`src/rtl/tlb_ptw.sv`:
```
// Two-level page table walker answering TLB PTW requests.
// Issues at most one memory read at a time and returns a single 32-bit PTE (zero on any fault).
module tlb_ptw #(
    parameter int unsigned TIMEOUT_CYCLES = 64,
    parameter int unsigned TO_BITS        = 7
) (
    input  logic        clk,
    input  logic        rst,
    input  logic        req_valid_i,
    output logic        req_ready_o,
    input  logic [31:0] vaddr_i,
    output logic        resp_valid_o,
    input  logic        resp_ready_i,
    output logic [31:0] pte_o,
    input  logic [19:0] satp_ppn_i,
    output logic        mem_req_valid_o,
    input  logic        mem_req_ready_i,
    output logic [31:0] mem_addr_o,
    input  logic        mem_resp_valid_i,
    output logic        mem_resp_ready_o,
    input  logic [31:0] mem_rdata_i,
    output logic        busy_o
);

    typedef enum logic [2:0] {
        StIdle,
        StL1Req,
        StL1Wait,
        StL0Req,
        StL0Wait,
        StResp
    } state_e;

    state_e             r_state;
    logic [9:0]         r_vpn0;
    logic [TO_BITS-1:0] r_to_cnt;
    logic [31:0]        r_pte;
    logic [31:0]        r_mem_addr;
    logic               r_mem_req_valid;
    logic               r_resp_valid;

    logic w_pte_v;
    logic w_pte_leaf;
    logic w_misaligned;
    logic w_timeout;
    logic w_unused;

    assign w_pte_v      = mem_rdata_i[0];
    assign w_pte_leaf   = mem_rdata_i[0] & (mem_rdata_i[1] | mem_rdata_i[2]);
    assign w_misaligned = (mem_rdata_i[21:12] != 10'd0);
    assign w_timeout    = (TIMEOUT_CYCLES != 0) &&
                          (r_to_cnt == TO_BITS'(TIMEOUT_CYCLES - 1));
    // Page offset never takes part in the walk.
    assign w_unused     = ^vaddr_i[11:0];

    always_ff @(posedge clk) begin
        if (rst) begin
            r_state         <= StIdle;
            r_vpn0          <= '0;
            r_to_cnt        <= '0;
            r_pte           <= '0;
            r_mem_addr      <= '0;
            r_mem_req_valid <= 1'b0;
            r_resp_valid    <= 1'b0;
        end else begin
            case (r_state)
                StIdle: begin
                    if (req_valid_i) begin
                        r_vpn0          <= vaddr_i[21:12];
                        r_mem_addr      <= {satp_ppn_i, vaddr_i[31:22], 2'b00};
                        r_mem_req_valid <= 1'b1;
                        r_state         <= StL1Req;
                    end
                end
                StL1Req: begin
                    if (mem_req_ready_i) begin
                        r_mem_req_valid <= 1'b0;
                        r_to_cnt        <= '0;
                        r_state         <= StL1Wait;
                    end
                end
                StL1Wait: begin
                    if (mem_resp_valid_i) begin
                        if (!w_pte_v) begin
                            r_pte        <= '0;
                            r_resp_valid <= 1'b1;
                            r_state      <= StResp;
                        end else if (w_pte_leaf) begin
                            // 4 MiB superpage: low VPN bits fill the PPN gap.
                            r_pte        <= w_misaligned ? 32'd0 :
                                            {mem_rdata_i[31:22], r_vpn0, mem_rdata_i[11:0]};
                            r_resp_valid <= 1'b1;
                            r_state      <= StResp;
                        end else begin
                            r_mem_addr      <= {mem_rdata_i[31:12], r_vpn0, 2'b00};
                            r_mem_req_valid <= 1'b1;
                            r_state         <= StL0Req;
                        end
                    end else if (w_timeout) begin
                        r_pte        <= '0;
                        r_resp_valid <= 1'b1;
                        r_state      <= StResp;
                    end else begin
                        r_to_cnt <= r_to_cnt + 1'b1;
                    end
                end
                StL0Req: begin
                    if (mem_req_ready_i) begin
                        r_mem_req_valid <= 1'b0;
                        r_to_cnt        <= '0;
                        r_state         <= StL0Wait;
                    end
                end
                StL0Wait: begin
                    if (mem_resp_valid_i) begin
                        r_pte        <= w_pte_leaf ? mem_rdata_i : 32'd0;
                        r_resp_valid <= 1'b1;
                        r_state      <= StResp;
                    end else if (w_timeout) begin
                        r_pte        <= '0;
                        r_resp_valid <= 1'b1;
                        r_state      <= StResp;
                    end else begin
                        r_to_cnt <= r_to_cnt + 1'b1;
                    end
                end
                StResp: begin
                    if (resp_ready_i) begin
                        r_resp_valid <= 1'b0;
                        r_state      <= StIdle;
                    end
                end
                default: r_state <= StIdle;
            endcase
        end
    end

    assign req_ready_o      = (r_state == StIdle);
    assign busy_o           = (r_state != StIdle);
    // Read data is always drained outside the request states so stale beats cannot stall memory.
    assign mem_resp_ready_o = (r_state != StL1Req) && (r_state != StL0Req);
    assign mem_req_valid_o  = r_mem_req_valid;
    assign mem_addr_o       = r_mem_addr;
    assign resp_valid_o     = r_resp_valid;
    assign pte_o            = r_pte;

endmodule

```
`config.mk`:
```
export PLATFORM = sky130hd
export DESIGN_NAME = tlb_ptw
export DESIGN_NICKNAME = d
export VERILOG_FILES = /design/src/rtl/tlb_ptw.sv
export SDC_FILE = /design/constraint.sdc
export NUM_CORES = 1
export LEC_CHECK = 0
export ABC_CLOCK_PERIOD_IN_PS = 1950
export CAP_MARGIN = 10
export CORE_MARGIN = 10
export CORE_UTILIZATION = 25
export DETAILED_ROUTE_END_ITERATION = 12
export HOLD_SLACK_MARGIN = 0.1
export PLACE_DENSITY = 0.54
export SLEW_MARGIN = 5
export SYNTH_ARGS = -nofsm -noshare
export SYNTH_HDL_FRONTEND = slang
export SYNTH_SLANG_ARGS = --single-unit
export TNS_END_PERCENT = 100
```
`constraint.sdc`:
```
create_clock -name clk -period 1.95 [get_ports clk]
set_clock_uncertainty 0.1 [all_clocks]
set_input_delay 0.2925 -clock clk [delete_from_list [all_inputs] [get_ports clk]]
set_output_delay 0.2925 -clock clk [all_outputs]
set_load 0.05 [all_outputs]
```
Word-level counts from Yosys, hierarchy flattened:

Cells that the tools add are included.

* register bits: 86
* input bits: 90

* reduce and logical (&&, ||, !) cells: 18
* mux-type cells: 40
* bitwise operators: 2
* eq/ne operators: 19
* add/subtract/negate cells: 1

Operators with widths (count)
* 2-to-1 mux 32 bit: 11
* one-hot mux 32 bit (2 select lines): 2
* 2-to-1 mux 3 bit: 9
* 2-to-1 mux 7 bit: 3
* != test 2 bit (second input constant): 9
* one-hot mux 3 bit (6 select lines): 1
* one-hot mux 7 bit (2 select lines): 1
* 2-to-1 mux 1 bit: 11
* nonzero test 10 bit: 1
* nonzero test 3 bit: 3
* AND reduction 4 bit: 2
* adder 7 x 1 -> 7 bit (second input constant): 1
* == test 7 x 6 -> 1 bit (second input constant): 1
* == test 3 x 2 -> 1 bit (second input constant): 2
* == test 3 bit (second input constant): 2
* one-hot mux 1 bit (3 select lines): 2
* AND reduction 6 bit: 1
* nonzero test 2 bit: 3
* AND reduction 5 bit: 1
* != test 4 bit (second input constant): 1
* AND reduction 2 bit: 2
* OR reduction 2 bit: 2
* == test 3 x 1 -> 1 bit (second input constant): 1
* logical NOT 3 bit: 1
* other kinds (7): 7

Depth between registers and ports, before layout:

* depth after elaboration: 6
* gate-level depth with buffers: 6
* gate-level depth less buffers: 5

Worst setup path after synthesis:

OpenSTA, ideal clock, no wires.

* path kind: register to output
* start point: reg r_state[0]
* end point: out busy_o
* data arrival time: 2.277 ns
* path slack: -0.719 ns
* buffers on the path: 1
* required time: 1.558 ns
* stages on the path, launching flop included: 4
* cells stage by stage: dfxtp_1 buf_2 nor3_1 inv_1

* longest elaborated chain between the ends: 1

Ends and longest elaborated chain
* start: declaration: line 34 `state_e r_state;`
* start signal: assignment: line 58 `r_state <= StIdle;`
* start signal: assignment: line 72 `r_state <= StL1Req;`
* start signal: assignment: line 79 `r_state <= StL1Wait;`
* nonzero test 3 bit: line 139 `assign busy_o = (r_state != StIdle);`
* end: declaration: line 22 `output logic busy_o`

Every way passes these cells.

Worst setup path in the final report:

* start point: reg r_mem_addr[14] (netlist: mem_addr_o[14])
* end point: out mem_addr_o[14]

RTL lines
* start: declaration: line 38 `logic [31:0] r_mem_addr;`
* start signal: assignment: line 70 `r_mem_addr <= {satp_ppn_i, vaddr_i[31:22], 2'b00};`
* start signal: assignment: line 95 `r_mem_addr <= {mem_rdata_i[31:12], r_vpn0, 2'b00};`
* end: declaration: line 18 `output logic [31:0] mem_addr_o,`

No word-level cell between the ends.

==> flow_summary_export.csv <==
group,metric,value,unit
outcome,status,"complete, no violations",
global_route,grt_usage,0.131,
clock_tree,root_buffer,"clkbuf_16",
finish,drive_gt1_frac,0.192,
logic_synthesis,synth_top_area_cell,"dfxtp_1",
place,port-buffer-count,144,
floorplanning,start_util,0.255,
finish,fin_util,0.402,
place,pre_cts_slack,-0.402,ns
sta,tightestPinTransition,0.532,ns
global_route,grt_pass1_vias,3630,
clock_tree,hold_buffers,0,
place,placed_cells_incl_taps,712,
clock_tree,clkSinkCount,84,
sta,rsz0062_at_grt,"false",
clock_tree,clk_latency,0.35,ns
flow_run,maxCapViolCount,0,
routing,first_pass_iters,4,
finish,syn2layout_area_growth,57.8,%
floorplanning,num_io_pins,159,
sta,period_needed,1.91,ns
clock_tree,cts_buffers,9,
global_route,overflow,0,
logic_synthesis,yosys.cell_types.count,57,
sta,fmaxAchievable,0.525,GHz
floorplanning,coreArea,0.0145,sq mm
clock_tree,cts.clk_slew.worst_paths,0.07,ns
pwr,p_leak,2.33,nW
logic_synthesis,syn_area_per_cell,9.88,sq um
clock_tree,max-clock-path-buffers,2,
pwr,vdd_drop_max,474,uV
sta,drv_slew,0,
worst_setup_path,cp.arrival,1.51,ns
worst_setup_path,crit_path_top_delay_cell,"clkdlybuf4s50_1",
routing,drc,0,
sta,finalHoldViolCount,0,
worst_setup_path,start_kind,"flop",
floorplanning,dieArea,0.0201,sq mm
worst_setup_path,crit_required,1.56,ns
logic_synthesis,seq_area_frac_synth,0.454,
finish,final_cells,730,
global_route,grt_pass1_wl,20800,microns
worst_setup_path,slowest_delay,0.82,ns
logic_synthesis,async_reset_ff_frac,0,
worst_setup_path,cp_max_fo,2,
routing,wl_per_cell,18.5,microns
logic_synthesis,yosys-top-cells-area,"dfxtp_1 (45%), mux2i_1 (8.1%), a21oi_1 (6.8%)",
global_route,antenna_found_initial,0,
routing,via_count,3493,
sta,setup_slack,0.0444,ns
routing,finalWirelength,13500,microns
logic_synthesis,yosys_warnings,0,
finish,n_antenna_cell,0,
pwr,p_total,6.36,mW
sta,period_share,0.977,
worst_setup_path,critPathKind,"reg2out",
floorplanning,die_w,142,microns
finish,multi_input_comb_area,0.00185,sq mm
routing,vias_per_cell,4.78,
place,dp_hpwl,10300,microns
finish,regArea,0.00168,sq mm
global_route,grt_max_degree,31,
logic_synthesis,syn_area,0.00370,sq mm
logic_synthesis,synth_enable_flop_cells,0,
routing,ant_nets,0,
logic_synthesis,synth_seq_cells,84,
worst_setup_path,path_delay_family,"buffers and inverters",
clock_tree,tritoncts,"built",
logic_synthesis,yosysTopAreaCellShare,0.454,
hold_path,hold_path.class,"in2reg",
routing,drt_iter0_drc,138,
worst_setup_path,cp-end-kind,"primary output",
finish,final_nets,632,
place,place_congestion,0.793,
floorplanning,chipHeight,142,microns
sta,setup_viol,0,
floorplanning,rows,44,
logic_synthesis,synthCells,375,
finish,fillers,1428,
logic_synthesis,synth_ff_type,"dfxtp_1",
pwr,power_per_cell_area,1090,mW/mm^2
logic_synthesis,synth_common_cells,"dfxtp_1 (84), a21oi_1 (50), nand2_1 (32), a211oi_1 (30), mux2i_1 (30)",
sta,slew_headroom,0.644,
worst_setup_path,path_buf_inv,1,
clock_tree,cts_max_level,3,
worst_setup_path,path_cells,"clkdlybuf4s50_1",
logic_synthesis,yosysMostFrequentCell,"dfxtp_1",
## layout by cell type (no fill, tap or decap), types with 8 or more instances in the layout
master,instances
a211oi_1,30
a21oi_1,50
a22o_1,20
a22oi_1,10
buf_4,65
clkbuf_16,9
clkdlybuf4s50_1,115
dfxtp_1,82
mux2i_1,30
nand2_1,32
nor2_1,8
o2bb2ai_1,10
## through the flow
step,TNS (ns),hold slack [ns],area (sq um)
floorplan,0,0.318,3720
finish,0,0.213,5850
global placement,-16.06,0.335,5490
global route,0,0.246,5850
CTS,0,0.194,5790
detailed placement,-16.67,0.348,5490
## cell families after synthesis
group,count (synthesis),synth area share
and+or+nand+nor,75,0.108
xor gates and xnor gates,3,0.00912
muxes,31,0.0851
adders and majority gates,2,0.00608
other,1,0.00101
DFF,84,0.454
buffers and inverters,36,0.0615
AOI/OAI and AO/OA,143,0.275
## path summary, 6_finish.rpt
check | to | start | slack, ns | cells past startpoint
setup reg to reg | r_state[0] | r_to_cnt[0] | 0.14 | 5
setup / recovery | mem_addr_o[14] | mem_addr_o[14] | 0.04 | 1
hold / removal | resp_valid_o | rst | 0.21 | 2
hold reg to reg | pte_o[0] | pte_o[0] | 0.37 | 1
## registers in the layout, indices dropped and copies added (netlist names)
name / count
r_state: 3
pte_o: 32
mem_addr_o: 30
r_vpn0: 10
resp_valid_o: 1
r_to_cnt: 7
mem_req_valid_o: 1
## power by group
part / leakage [nW] / switching (mW) / internal, mW / total, mW
registers: 0.687 / 0.140 / 1.93 / 2.07
clock network: 0.143 / 0.744 / 1.00 / 1.75
logic: 1.50 / 1.57 / 0.981 / 2.55
## area by class of cell
type                    count  share of cell area
repair buffers            187               0.302
well taps                 184              0.0394
clock buffers              10              0.0392
multi-input cells         256               0.317
clock inverters             6              0.0124
flip-flops and latches     84               0.288
inverters                   3             0.00193
## layer usage
layer / GRT usage / share of wire
met5: 0 / 0
met4: 0.0403 / 0.011
met3: 0.0464 / 0.074
met2: 0.208 / 0.47
met1: 0.162 / 0.44
## what timing repair did
action,in CTS,in global routing
resized for setup,1,7
hold endpoints to repair,0,0
setup endpoints to repair,20,26
pin swaps,0,1
buffers inserted,0,2
Note: power is estimated with default switching activity, not from simulation.
